**src/rtl/bullet_scheduler_if.sv**
```systemverilog
// Register-write bus between the bullet scheduler and the VGA ball display peripheral.
interface bullet_scheduler_if;
    logic [4:0] av_address;
    logic [7:0] av_writedata;
    logic       av_write;
    logic       av_chipselect;
    logic       bus_ready;

    modport master (
        output av_address,
        output av_writedata,
        output av_write,
        output av_chipselect,
        input  bus_ready
    );

    modport slave (
        input  av_address,
        input  av_writedata,
        input  av_write,
        input  av_chipselect,
        output bus_ready
    );
endinterface

```
**src/rtl/bullet_scheduler.sv**
```systemverilog
// Per-frame bullet controller: advances, retires and spawns bullets, then streams
// the whole bullet register image to the display peripheral.
module bullet_scheduler #(
    parameter int MAX_BULLETS  = 5,
    parameter int BULLET_SPEED = 8,
    parameter int X_LIMIT      = 1280,
    parameter int SHIP_W       = 40,
    parameter int SPAWN_DY     = 13,
    parameter int BULLET_BASE  = 7
) (
    input  logic                   clk,
    input  logic                   reset,
    input  logic                   frame_tick,
    input  logic                   fire,
    input  logic [10:0]            ship_x,
    input  logic [9:0]             ship_y,
    bullet_scheduler_if.master     bus,
    output logic [MAX_BULLETS-1:0] bullet_active,
    output logic                   busy,
    output logic                   fire_dropped,
    output logic                   frame_overrun
);
    localparam int IDX_W    = $clog2(MAX_BULLETS);
    localparam int N_WRITES = 4 * MAX_BULLETS + 1;
    localparam int WCNT_W   = $clog2(N_WRITES);

    typedef enum logic [1:0] {ST_IDLE, ST_UPDATE, ST_ALLOC, ST_WRITE} state_t;

    state_t                 state_r;
    logic [IDX_W-1:0]       idx_r;
    logic [WCNT_W-1:0]      wcnt_r;
    logic [10:0]            x_r [MAX_BULLETS];
    logic [9:0]             y_r [MAX_BULLETS];
    logic [MAX_BULLETS-1:0] active_r;
    logic                   pend_r;
    logic                   av_write_r;
    logic [4:0]             av_address_r;
    logic [7:0]             av_writedata_r;
    logic                   busy_r;
    logic                   fire_dropped_r;
    logic                   frame_overrun_r;

    logic [10:0]            x_nxt_s [MAX_BULLETS];
    logic [9:0]             y_nxt_s [MAX_BULLETS];
    logic [MAX_BULLETS-1:0] act_nxt_s;
    logic [11:0]            step_s;
    logic [11:0]            spawn_x_s;
    logic [IDX_W-1:0]       free_idx_s;
    logic                   free_ok_s;
    logic                   spawn_ok_s;

    // Register-image byte for write number n: four bytes per slot, then the bitmap.
    function automatic logic [7:0] word_f(
        input logic [WCNT_W-1:0]      n,
        input logic [10:0]            xs [MAX_BULLETS],
        input logic [9:0]             ys [MAX_BULLETS],
        input logic [MAX_BULLETS-1:0] act
    );
        logic [WCNT_W-3:0] k;
        logic [7:0]        w;
        k = n[WCNT_W-1:2];
        if (n >= WCNT_W'(4 * MAX_BULLETS)) begin
            w = 8'(act);
        end else begin
            case (n[1:0])
                2'd0:    w = xs[k][7:0];
                2'd1:    w = {5'd0, xs[k][10:8]};
                2'd2:    w = ys[k][7:0];
                2'd3:    w = {6'd0, ys[k][9:8]};
                default: w = 8'd0;
            endcase
        end
        return w;
    endfunction

    // Next bullet image: move/retire in UPDATE, spawn into the lowest free slot in ALLOC.
    always_comb begin
        x_nxt_s    = x_r;
        y_nxt_s    = y_r;
        act_nxt_s  = active_r;
        step_s     = {1'b0, x_r[idx_r]} + 12'(BULLET_SPEED);
        spawn_x_s  = {1'b0, ship_x} + 12'(SHIP_W);
        free_idx_s = {IDX_W{1'b0}};
        free_ok_s  = ~&active_r;
        for (int i = MAX_BULLETS - 1; i >= 0; i--) begin
            free_idx_s = active_r[i] ? free_idx_s : IDX_W'(i);
        end
        spawn_ok_s = free_ok_s && (spawn_x_s < 12'(X_LIMIT));
        case (state_r)
            ST_UPDATE: begin
                if (active_r[idx_r]) begin
                    if (step_s >= 12'(X_LIMIT)) begin
                        act_nxt_s[idx_r] = 1'b0;
                    end else begin
                        x_nxt_s[idx_r] = step_s[10:0];
                    end
                end else begin
                    x_nxt_s[idx_r] = x_r[idx_r];
                end
            end
            ST_ALLOC: begin
                if (pend_r && spawn_ok_s) begin
                    x_nxt_s[free_idx_s]   = spawn_x_s[10:0];
                    y_nxt_s[free_idx_s]   = ship_y + 10'(SPAWN_DY);
                    act_nxt_s[free_idx_s] = 1'b1;
                end else begin
                    act_nxt_s = active_r;
                end
            end
            default: act_nxt_s = active_r;
        endcase
    end

    // Frame FSM, fire latch, bullet state and registered bus outputs.
    always_ff @(posedge clk or posedge reset) begin
        if (reset) begin
            state_r         <= ST_IDLE;
            idx_r           <= {IDX_W{1'b0}};
            wcnt_r          <= {WCNT_W{1'b0}};
            for (int k = 0; k < MAX_BULLETS; k++) begin
                x_r[k] <= 11'd0;
                y_r[k] <= 10'd0;
            end
            active_r        <= {MAX_BULLETS{1'b0}};
            pend_r          <= 1'b0;
            av_write_r      <= 1'b0;
            av_address_r    <= 5'd0;
            av_writedata_r  <= 8'd0;
            busy_r          <= 1'b0;
            fire_dropped_r  <= 1'b0;
            frame_overrun_r <= 1'b0;
        end else begin
            x_r             <= x_nxt_s;
            y_r             <= y_nxt_s;
            active_r        <= act_nxt_s;
            // ALLOC consumes the pending shot; a fire in that same cycle pends for next frame.
            pend_r          <= (state_r == ST_ALLOC) ? fire : (pend_r | fire);
            fire_dropped_r  <= (fire && pend_r && (state_r != ST_ALLOC)) ||
                               ((state_r == ST_ALLOC) && pend_r && !spawn_ok_s);
            frame_overrun_r <= frame_tick && (state_r != ST_IDLE);
            case (state_r)
                ST_IDLE: begin
                    if (frame_tick) begin
                        state_r <= ST_UPDATE;
                        idx_r   <= {IDX_W{1'b0}};
                        busy_r  <= 1'b1;
                    end else begin
                        state_r <= ST_IDLE;
                    end
                end
                ST_UPDATE: begin
                    if (idx_r == IDX_W'(MAX_BULLETS - 1)) begin
                        state_r <= ST_ALLOC;
                    end else begin
                        idx_r <= idx_r + IDX_W'(1);
                    end
                end
                ST_ALLOC: begin
                    state_r        <= ST_WRITE;
                    wcnt_r         <= {WCNT_W{1'b0}};
                    av_write_r     <= 1'b1;
                    av_address_r   <= 5'(BULLET_BASE);
                    av_writedata_r <= word_f({WCNT_W{1'b0}}, x_nxt_s, y_nxt_s, act_nxt_s);
                end
                ST_WRITE: begin
                    if (bus.bus_ready) begin
                        if (wcnt_r == WCNT_W'(N_WRITES - 1)) begin
                            state_r        <= ST_IDLE;
                            av_write_r     <= 1'b0;
                            av_address_r   <= 5'd0;
                            av_writedata_r <= 8'd0;
                            busy_r         <= 1'b0;
                        end else begin
                            wcnt_r         <= wcnt_r + WCNT_W'(1);
                            av_address_r   <= 5'(BULLET_BASE) + 5'(wcnt_r) + 5'd1;
                            av_writedata_r <= word_f(wcnt_r + WCNT_W'(1), x_r, y_r, active_r);
                        end
                    end else begin
                        state_r <= ST_WRITE;
                    end
                end
                default: state_r <= ST_IDLE;
            endcase
        end
    end

    assign bus.av_write      = av_write_r;
    assign bus.av_chipselect = av_write_r;
    assign bus.av_address    = av_address_r;
    assign bus.av_writedata  = av_writedata_r;
    assign bullet_active     = active_r;
    assign busy              = busy_r;
    assign fire_dropped      = fire_dropped_r;
    assign frame_overrun     = frame_overrun_r;
endmodule

```
**src/flat_wrapper.sv**
```systemverilog
// flat-port wrapper written by rule: the top's interface ports become plain ports
module bullet_scheduler_flat 
#(
    parameter int MAX_BULLETS  = 5,
    parameter int BULLET_SPEED = 8,
    parameter int X_LIMIT      = 1280,
    parameter int SHIP_W       = 40,
    parameter int SPAWN_DY     = 13,
    parameter int BULLET_BASE  = 7
)
  (clk, reset, frame_tick, fire, ship_x, ship_y, bullet_active, busy, fire_dropped, frame_overrun, bus_av_address, bus_av_writedata, bus_av_write, bus_av_chipselect, bus_bus_ready);
  bullet_scheduler_if bus_i ();
  input  logic clk;
  input  logic reset;
  input  logic frame_tick;
  input  logic fire;
  input  logic [10:0] ship_x;
  input  logic [9:0] ship_y;
  output logic [MAX_BULLETS-1:0] bullet_active;
  output logic busy;
  output logic fire_dropped;
  output logic frame_overrun;
  output wire logic [$bits(bus_i.av_address)-1:0] bus_av_address;
  output wire logic [$bits(bus_i.av_writedata)-1:0] bus_av_writedata;
  output wire logic [$bits(bus_i.av_write)-1:0] bus_av_write;
  output wire logic [$bits(bus_i.av_chipselect)-1:0] bus_av_chipselect;
  input wire logic [$bits(bus_i.bus_ready)-1:0] bus_bus_ready;
  assign bus_av_address = bus_i.av_address;
  assign bus_av_writedata = bus_i.av_writedata;
  assign bus_av_write = bus_i.av_write;
  assign bus_av_chipselect = bus_i.av_chipselect;
  assign bus_i.bus_ready = bus_bus_ready;
  bullet_scheduler #(.MAX_BULLETS(MAX_BULLETS), .BULLET_SPEED(BULLET_SPEED), .X_LIMIT(X_LIMIT), .SHIP_W(SHIP_W), .SPAWN_DY(SPAWN_DY), .BULLET_BASE(BULLET_BASE)) u_core (.clk(clk), .reset(reset), .frame_tick(frame_tick), .fire(fire), .ship_x(ship_x), .ship_y(ship_y), .bus(bus_i), .bullet_active(bullet_active), .busy(busy), .fire_dropped(fire_dropped), .frame_overrun(frame_overrun));
endmodule
```
**config.mk**
```make
export PLATFORM = sky130hd
export DESIGN_NAME = bullet_scheduler_flat
export DESIGN_NICKNAME = d
export VERILOG_FILES = /design/src/rtl/bullet_scheduler_if.sv /design/src/rtl/bullet_scheduler.sv /design/src/flat_wrapper.sv
export SDC_FILE = /design/constraint.sdc
export NUM_CORES = 1
export LEC_CHECK = 0
export BUFFER_PORTS_ARGS = -buffer_cell sky130_fd_sc_hd__buf_2
export CAP_MARGIN = 5
export CORE_MARGIN = 2
export CORE_UTILIZATION = 47
export CTS_CLUSTER_SIZE = 25
export DETAILED_ROUTE_END_ITERATION = 8
export PLACE_DENSITY = 0.66
export SYNTH_ARGS = -nofsm -noshare
export SYNTH_HDL_FRONTEND = slang
export SYNTH_SLANG_ARGS = --single-unit
```
**constraint.sdc**
```tcl
create_clock -name clk -period 4.2 [get_ports clk]
set_input_delay 0.42 -clock clk [delete_from_list [all_inputs] [get_ports clk]]
set_output_delay 0.42 -clock clk [all_outputs]
set_load 0.01 [all_outputs]
```
==> results of run 1 <==
through the flow:
step                util, %  total power [W]  setup WS [ps]  area, sq um
global placement       51.5          0.00569            652         9690
finish                 54.8          0.00750            548        10300
global route           54.8          0.00785            323        10300
CTS                    54.8          0.00737            606        10300
floorplan                 -          0.00452           83.8         9070
detailed placement     51.5          0.00572            613         9690
path summary, 6_finish.rpt:
| check | endpoint | cells past startpoint |
|---|---|---|
| min in group clk | u_core.pend_r | 2 |
| worst min-delay path | u_core.bullet_active[0] | 2 |
| max in group asynchronous | u_core.y_r[8] | 3 |
| worst max register to register | u_core.x_r[30] | 12 |
| worst max-delay path | u_core.x_r[30] | 12 |
| worst min register to register | u_core.y_r[38] | 2 |
per-layer routing:
layer	up-vias	part of all wire [%]	global-route usage, %
li1	3895	-	-
met3	143	9.4	7.41
met4	2	5.2	15.8
met1	4315	41	45.4
met5	-	0.033	0
met2	584	44	49.4
power groups by stage:
stage | clock network, W | logic, W | registers [W]
after floorplan | 0 | 0.00250 | 0.00202
after global placement | 0 | 0.00357 | 0.00212
after detailed placement | 0 | 0.00359 | 0.00212
after CTS | 0.00166 | 0.00360 | 0.00210
after global routing | 0.00171 | 0.00398 | 0.00216
final | 0.00166 | 0.00372 | 0.00212
kinds of logic after synthesis:
kind of cell    Yosys count
compound gates          352
mux                      58
xor+xnor                 31
flops                   138
buf+inv                  84
simple gates            341
fa+ha+maj                14
placed cells by master, fill, tap and decap left out, types with 22 or more instances in the layout:
cell	instances
dfrtp_1	138
nand3_1	38
xnor2_1	22
nand2_1	139
buf_2	48
nor2_1	92
a21oi_1	60
inv_1	22
o21ai_0	96
buf_4	44
mux2i_1	28
registers in the layout, summed over array words and instances (netlist names):
register                  flops
u_core.bus.av_writedata       8
u_core.busy                   1
u_core.y_r                   50
u_core.frame_overrun          1
u_core.state_r                2
u_core.bullet_active          5
u_core.wcnt_r                 5
u_core.bus.av_chipselect      1
u_core.fire_dropped           1
u_core.x_r                   55
u_core.idx_r                  3
u_core.pend_r                 1
u_core.bus.av_address         5
final cells by class:
type                            count  share of cell area [%]
Multi-Input combinational cell    796                    50.8
Tap cell                          260                    3.15
Inverter                           24                   0.921
Sequential cell                   138                    33.4
Timing Repair Buffer               92                    5.52
Clock buffer                       20                    4.33
Clock inverter                     12                    1.82
==> impl_metrics.py, run 1 <==
metrics = {
    "run_status": {
        "outcome": "complete, no violations",
    },
    "layout": {
        "fin_cells": 1342,
        "syn_to_final_growth_pct": 13.9,
        "layout-drive-gt1-share_pct": 17.2,
        "fillerInstances": 1704,
        "antenna_cells": 0,
        "multi_input_area_sq_um": 5250,
        "regArea_sq_um": 3450,
        "fin_nets": 1109,
    },
    "floorplanning": {
        "dieArea_sq_um": 20400,
        "num_rows": 50,
        "core-area_sq_um": 18800,
        "pin_count": 49,
        "die_w_um": 143,
        "start_util_pct": 48.2,
        "die_h_um": 143,
    },
    "setup_path": {
        "cpPeakStageDelay_ps": 670,
        "crit_path_top_delay_cell": "a21oi_4",
        "arrival_ps": 3960,
        "endpoint_kind": "flip-flop",
        "worstPathCellList": "buf_4 -> mux2i_1 -> o21ai_2 -> nor2_1 -> inv_1 -> ha_1 -> a2111oi_4 -> mux2i_2 -> buf_4 -> a21oi_4 -> nor4_1 -> a221o_1",
        "critPathMaxFanout": 28,
        "regToRegStartpoint": "u_core.idx_r[0]",
        "path_buf_inv": 3,
        "cp_common_cell": "buf_4",
        "required_ps": 4510,
        "crit_path_start_kind": "flip-flop",
        "crit_type": "reg2reg",
        "critPathTopFamily": "compound AO/OA/AOI/OAI gates",
        "critPathLaunch": "u_core.idx_r[0]",
        "reg2reg_slack_ps": 550,
    },
    "power_and_ir_drop": {
        "ir_drop_v": 0.000457,
        "p_leak_nw": 4.38,
        "p_switching_w": 0.00355,
        "power_density_nw_per_um2": 727,
        "clkPwrFrac_pct": 22.1,
        "p_int_w": 0.00396,
        "pwr-share-comb_pct": 49.6,
        "p_seq_share_pct": 28.3,
        "p_sw_share_pct": 47.3,
    },
    "synthesis": {
        "synth_xor_area_share_pct": 2.99,
        "yosysTopAreaCellShare_pct": 38.1,
        "postSynthCellCount": 1018,
        "synth_top_family_by_area": "compound AO/OA/AOI/OAI gates",
        "ys_seq_area_share_pct": 38.1,
        "yosysTopAreaCell": "dfrtp_1",
        "async_flop_share_pct": 100,
        "synth_area_sq_um": 9070,
        "synth_fa_ha_area_share_pct": 1.93,
        "synthMuxAreaShare_pct": 8.95,
        "synth.distinct_cells": 89,
        "synth_ff_type": "dfrtp_1",
        "ys_top_cells_by_area": "dfrtp_1 (38%), nand2_1 (5.8%), o21ai_0 (5.3%)",
        "synth-edff-count": 0,
        "synth_commonest_cells": "nand2_1 (139), dfrtp_1 (138), o21ai_0 (96), nor2_1 (92), a21oi_1 (60)",
        "ys_ff_latch": 138,
        "ys_warn_count": 0,
        "syn_avg_cell_area_sq_um": 8.91,
        "syn-num-nets": 1058,
        "synth-simple-area-share_pct": 17.2,
        "synth_most_common_cell": "nand2_1",
        "synth-compound-area-share_pct": 26.6,
    },
    "clock_network": {
        "clk_pin_slew_ps": 70,
        "cts_tree": "done",
        "clkSinkCount": 138,
        "h-tree-depth": 4,
        "cts_buffers": 17,
        "post_cts_resized": 0,
        "clk-insertion-delay-late_ps": 430,
        "cts_hold_buf": 0,
        "clockBufferDepth": 2,
        "cts_setup_buffers": 0,
        "cts_root_buf": "clkbuf_16",
    },
    "drt": {
        "drc": 0,
        "via_per_inst": 6.66,
        "wl_per_cell_um": 24.7,
        "drt_iter0_drc": 1238,
        "vias": 8939,
        "firstDrtPassIters": 9,
        "antenna_left": 0,
        "wirelength_um": 33200,
    },
    "global_routing": {
        "grt_pass1_wl_um": 50000,
        "grt_max_degree": 86,
        "grt_use_total_pct": 33.0,
        "antenna_found_initial": 1,
        "grt_pass1_vias": 8366,
        "overflow": 0,
    },
    "place": {
        "place.port_buffers": 48,
        "dp_cells": 1310,
        "place_congestion": 0.947,
        "hpwl_um": 24100,
    },
    "flow_run": {
        "max-cap-violations": 0,
    },
    "sta": {
        "finalWorstPathRequiredPeriod_ps": 3650,
        "min_period_over_period_pct": 87.0,
        "tns_ps": 0,
        "slew_headroom_pct": 44.5,
        "finalHoldViolations": 0,
        "setup_viol": 0,
        "max_freq_mhz": 274,
        "rsz0062_at_grt": "false",
        "finalMaxSlewViolations": 0,
        "fin_worst_skew_ps": 12.8,
        "holdWs_ps": 149,
        "worst-slew-pin-transition_ps": 830,
    },
    "hold_path": {
        "min_path_type": "in2async",
    },
}
Power figures use the tool's default switching activity.
==> inputs of run 2 (changes only) <==
ABC_AREA = 1   (was default)
CORE_ASPECT_RATIO = 1.5   (was default)
RECOVER_POWER = 50   (was default)
==> impl_metrics.py, run 2 <==
metrics = {
    "floorplanning": {
        "pin_count": 49,
        "die_h_um": 180,
        "core-area_sq_um": 20300,
        "die_w_um": 121,
        "start_util_pct": 47.6,
        "num_rows": 64,
        "dieArea_sq_um": 21800,
    },
    "sta": {
        "setup_viol": 0,
        "finalMaxSlewViolations": 93,
        "rsz0062_at_grt": "false",
        "min_period_over_period_pct": 80.8,
        "finalWorstPathRequiredPeriod_ps": 3390,
        "fin_worst_skew_ps": 5.51,
        "holdWs_ps": 194,
        "slew_headroom_pct": -39.0,
        "worst-slew-pin-transition_ps": 2090,
        "max_freq_mhz": 295,
        "finalHoldViolations": 0,
        "tns_ps": 0,
    },
    "setup_path": {
        "arrival_ps": 3690,
        "cp_common_cell": "nand2_1",
        "critPathLaunch": "u_core.idx_r[1]",
        "rr_endpoint": "u_core.x_r[11]",
        "worstPathCellList": "inv_4 -> nand3_2 -> inv_2 -> nand2_1 -> nand2_1 -> ha_1 -> nand3_1 -> nand2_1 -> inv_2 -> nand2_2 -> nand3_4 -> nor2_4 -> nand2_1 -> nand3_1 -> buf_4 -> o22ai_1",
        "worstRegToRegCells": 16,
        "crit_path_start_kind": "flip-flop",
        "crit_path_top_delay_cell": "dfrtp_1",
        "regToRegStartpoint": "u_core.idx_r[1]",
        "path_buf_inv": 4,
        "cpPeakStageDelay_ps": 530,
        "required_ps": 4500,
        "crit_type": "reg2reg",
        "critPathTopFamily": "simple AND/OR/NAND/NOR gates",
        "critPathMaxFanout": 13,
        "reg2reg_slack_ps": 810,
        "endpoint_kind": "flip-flop",
    },
    "hold_path": {
        "min_from": "frame_tick",
        "hold_end": "u_core.idx_r[2]",
        "min_path_type": "in2reg",
        "holdPathStages": 2,
    },
    "global_routing": {
        "grt_use_total_pct": 34.5,
        "grt_pass1_vias": 9988,
        "grt_pass1_wl_um": 56900,
        "grt_max_degree": 93,
        "antenna_found_initial": 0,
        "overflow": 0,
    },
    "flow_run": {
        "max-cap-violations": 1,
    },
    "drt": {
        "drt_iter0_drc": 875,
        "vias": 10100,
        "wl_per_cell_um": 21.3,
        "via_per_inst": 5.85,
        "drc": 0,
        "firstDrtPassIters": 5,
        "antenna_left": 0,
        "wirelength_um": 36900,
    },
    "clock_network": {
        "cts_hold_buf": 0,
        "cts_tree": "done",
        "clk_pin_slew_ps": 60,
        "clkSinkCount": 138,
        "post_cts_resized": 0,
        "clk-insertion-delay-late_ps": 430,
        "cts_root_buf": "clkbuf_16",
        "cts_buffers": 17,
        "h-tree-depth": 4,
        "clockBufferDepth": 2,
        "cts_setup_buffers": 0,
    },
    "synthesis": {
        "synthMuxAreaShare_pct": 0,
        "synth_most_common_cell": "nand2_1",
        "async_flop_share_pct": 100,
        "ys_warn_count": 0,
        "yosysTopAreaCellShare_pct": 35.7,
        "postSynthCellCount": 1420,
        "synth-compound-area-share_pct": 23.3,
        "synth.distinct_cells": 49,
        "ys_top_cells_by_area": "dfrtp_1 (36%), nand2_1 (13%), o21ai_0 (8.6%)",
        "syn-num-nets": 1460,
        "synth_area_sq_um": 9670,
        "syn_avg_cell_area_sq_um": 6.81,
        "synth_top_family_by_area": "simple AND/OR/NAND/NOR gates",
        "synth_ff_type": "dfrtp_1",
        "synth-simple-area-share_pct": 27.7,
        "synth_commonest_cells": "nand2_1 (337), o21ai_0 (167), nor2_1 (159), dfrtp_1 (138), inv_1 (138)",
        "ys_ff_latch": 138,
        "synth_fa_ha_area_share_pct": 1.81,
        "yosysTopAreaCell": "dfrtp_1",
        "synth_xor_area_share_pct": 1.53,
        "ys_seq_area_share_pct": 35.7,
        "synth-edff-count": 0,
    },
    "layout": {
        "final_area_sq_um": 10700,
        "largest_reg_flops": 55,
        "final_cell_mix": "nand2_1 (337), o21ai_0 (167), nor2_1 (159)",
        "layout_commonest_cell": "nand2_1",
        "regArea_sq_um": 3450,
        "syn_to_final_growth_pct": 11.1,
        "largest_register": "u_core.x_r",
        "fin_nets": 1497,
        "fillerInstances": 2107,
        "antenna_cells": 0,
        "layout-drive-gt1-share_pct": 10.1,
        "multi_input_area_sq_um": 5260,
    },
    "place": {
        "hpwl_um": 28000,
        "placed_area_sq_um": 10200,
        "place.port_buffers": 48,
        "place_congestion": 1.03,
    },
    "power_and_ir_drop": {
        "p_leak_nw": 5.07,
        "power_density_nw_per_um2": 875,
        "ir_drop_v": 0.000416,
    },
    "run_status": {
        "violations": "capacitance limit, slew limit",
        "outcome": "finished, violations left",
    },
}
run 2: power breakdown:
group | internal, W | total, W | switching, W | leakage, nW
logic | 0.00174 | 0.00553 | 0.00379 | 3.13
clock network | 0.000901 | 0.00151 | 0.000608 | 0.286
registers | 0.00179 | 0.00237 | 0.000579 | 1.65
total | 0.00443 | 0.00941 | 0.00498 | 5.07
run 2: area by class of cell:
cell class | instances | area share (%)
multi-input combinational | 1058 | 48.9
sequential | 138 | 32.1
inverter | 153 | 5.45
tap | 264 | 3.07
clock inverter | 12 | 1.14
clock buffer | 20 | 4.25
timing repair buffer | 89 | 5.02
run 2: worst max path at each step:
stage | endpoint | cells past startpoint
finish | u_core.x_r[11] | 16
global route | u_core.x_r[0] | 16
CTS | u_core.x_r[23] | 16
detailed placement | u_core.x_r[11] | 16
global placement | u_core.x_r[23] | 16
floorplan | u_core.bullet_active[0] | 1
run 2: metal layers:
layer,global-route usage (%),share of wire [%],vias to the layer above
li1,-,-,4815
met1,40.3,37,4723
met3,4.22,5.3,163
met2,57.0,48,438
met5,0,0,-
met4,26.2,9.2,0
run 2: cell families (layout without fill, tap and decap cells):
kind of cell	Yosys count	count (layout)
buf+inv	224	274
flops	138	138
compound gates	394	394
fa+ha+maj	14	14
xor+xnor	16	16
simple gates	634	634
run 2: worst reg2reg max path, stage by stage, from the launching register on:
cell	delay [ps]
dfrtp_1	530
inv_4	200
nand3_2	100
inv_2	250
nand2_1	160
nand2_1	250
ha_1	270
nand3_1	160
nand2_1	110
inv_2	40
nand2_2	130
nand3_4	100
nor2_4	220
nand2_1	80
nand3_1	340
buf_4	240
o22ai_1	80
run 2: per-stage QoR:
step           power [W]  cells  utilization (%)  setup slack (ps)
2_1_floorplan    0.00604   1420                -              83.8
4_1_cts          0.00931   1734             53.0               844
3_5_place_dp     0.00778   1702             50.1               860
6_report         0.00941   1734             52.8               808
5_1_grt           0.0101   1734             52.8               563
3_3_place_gp     0.00777   1702             50.1               904
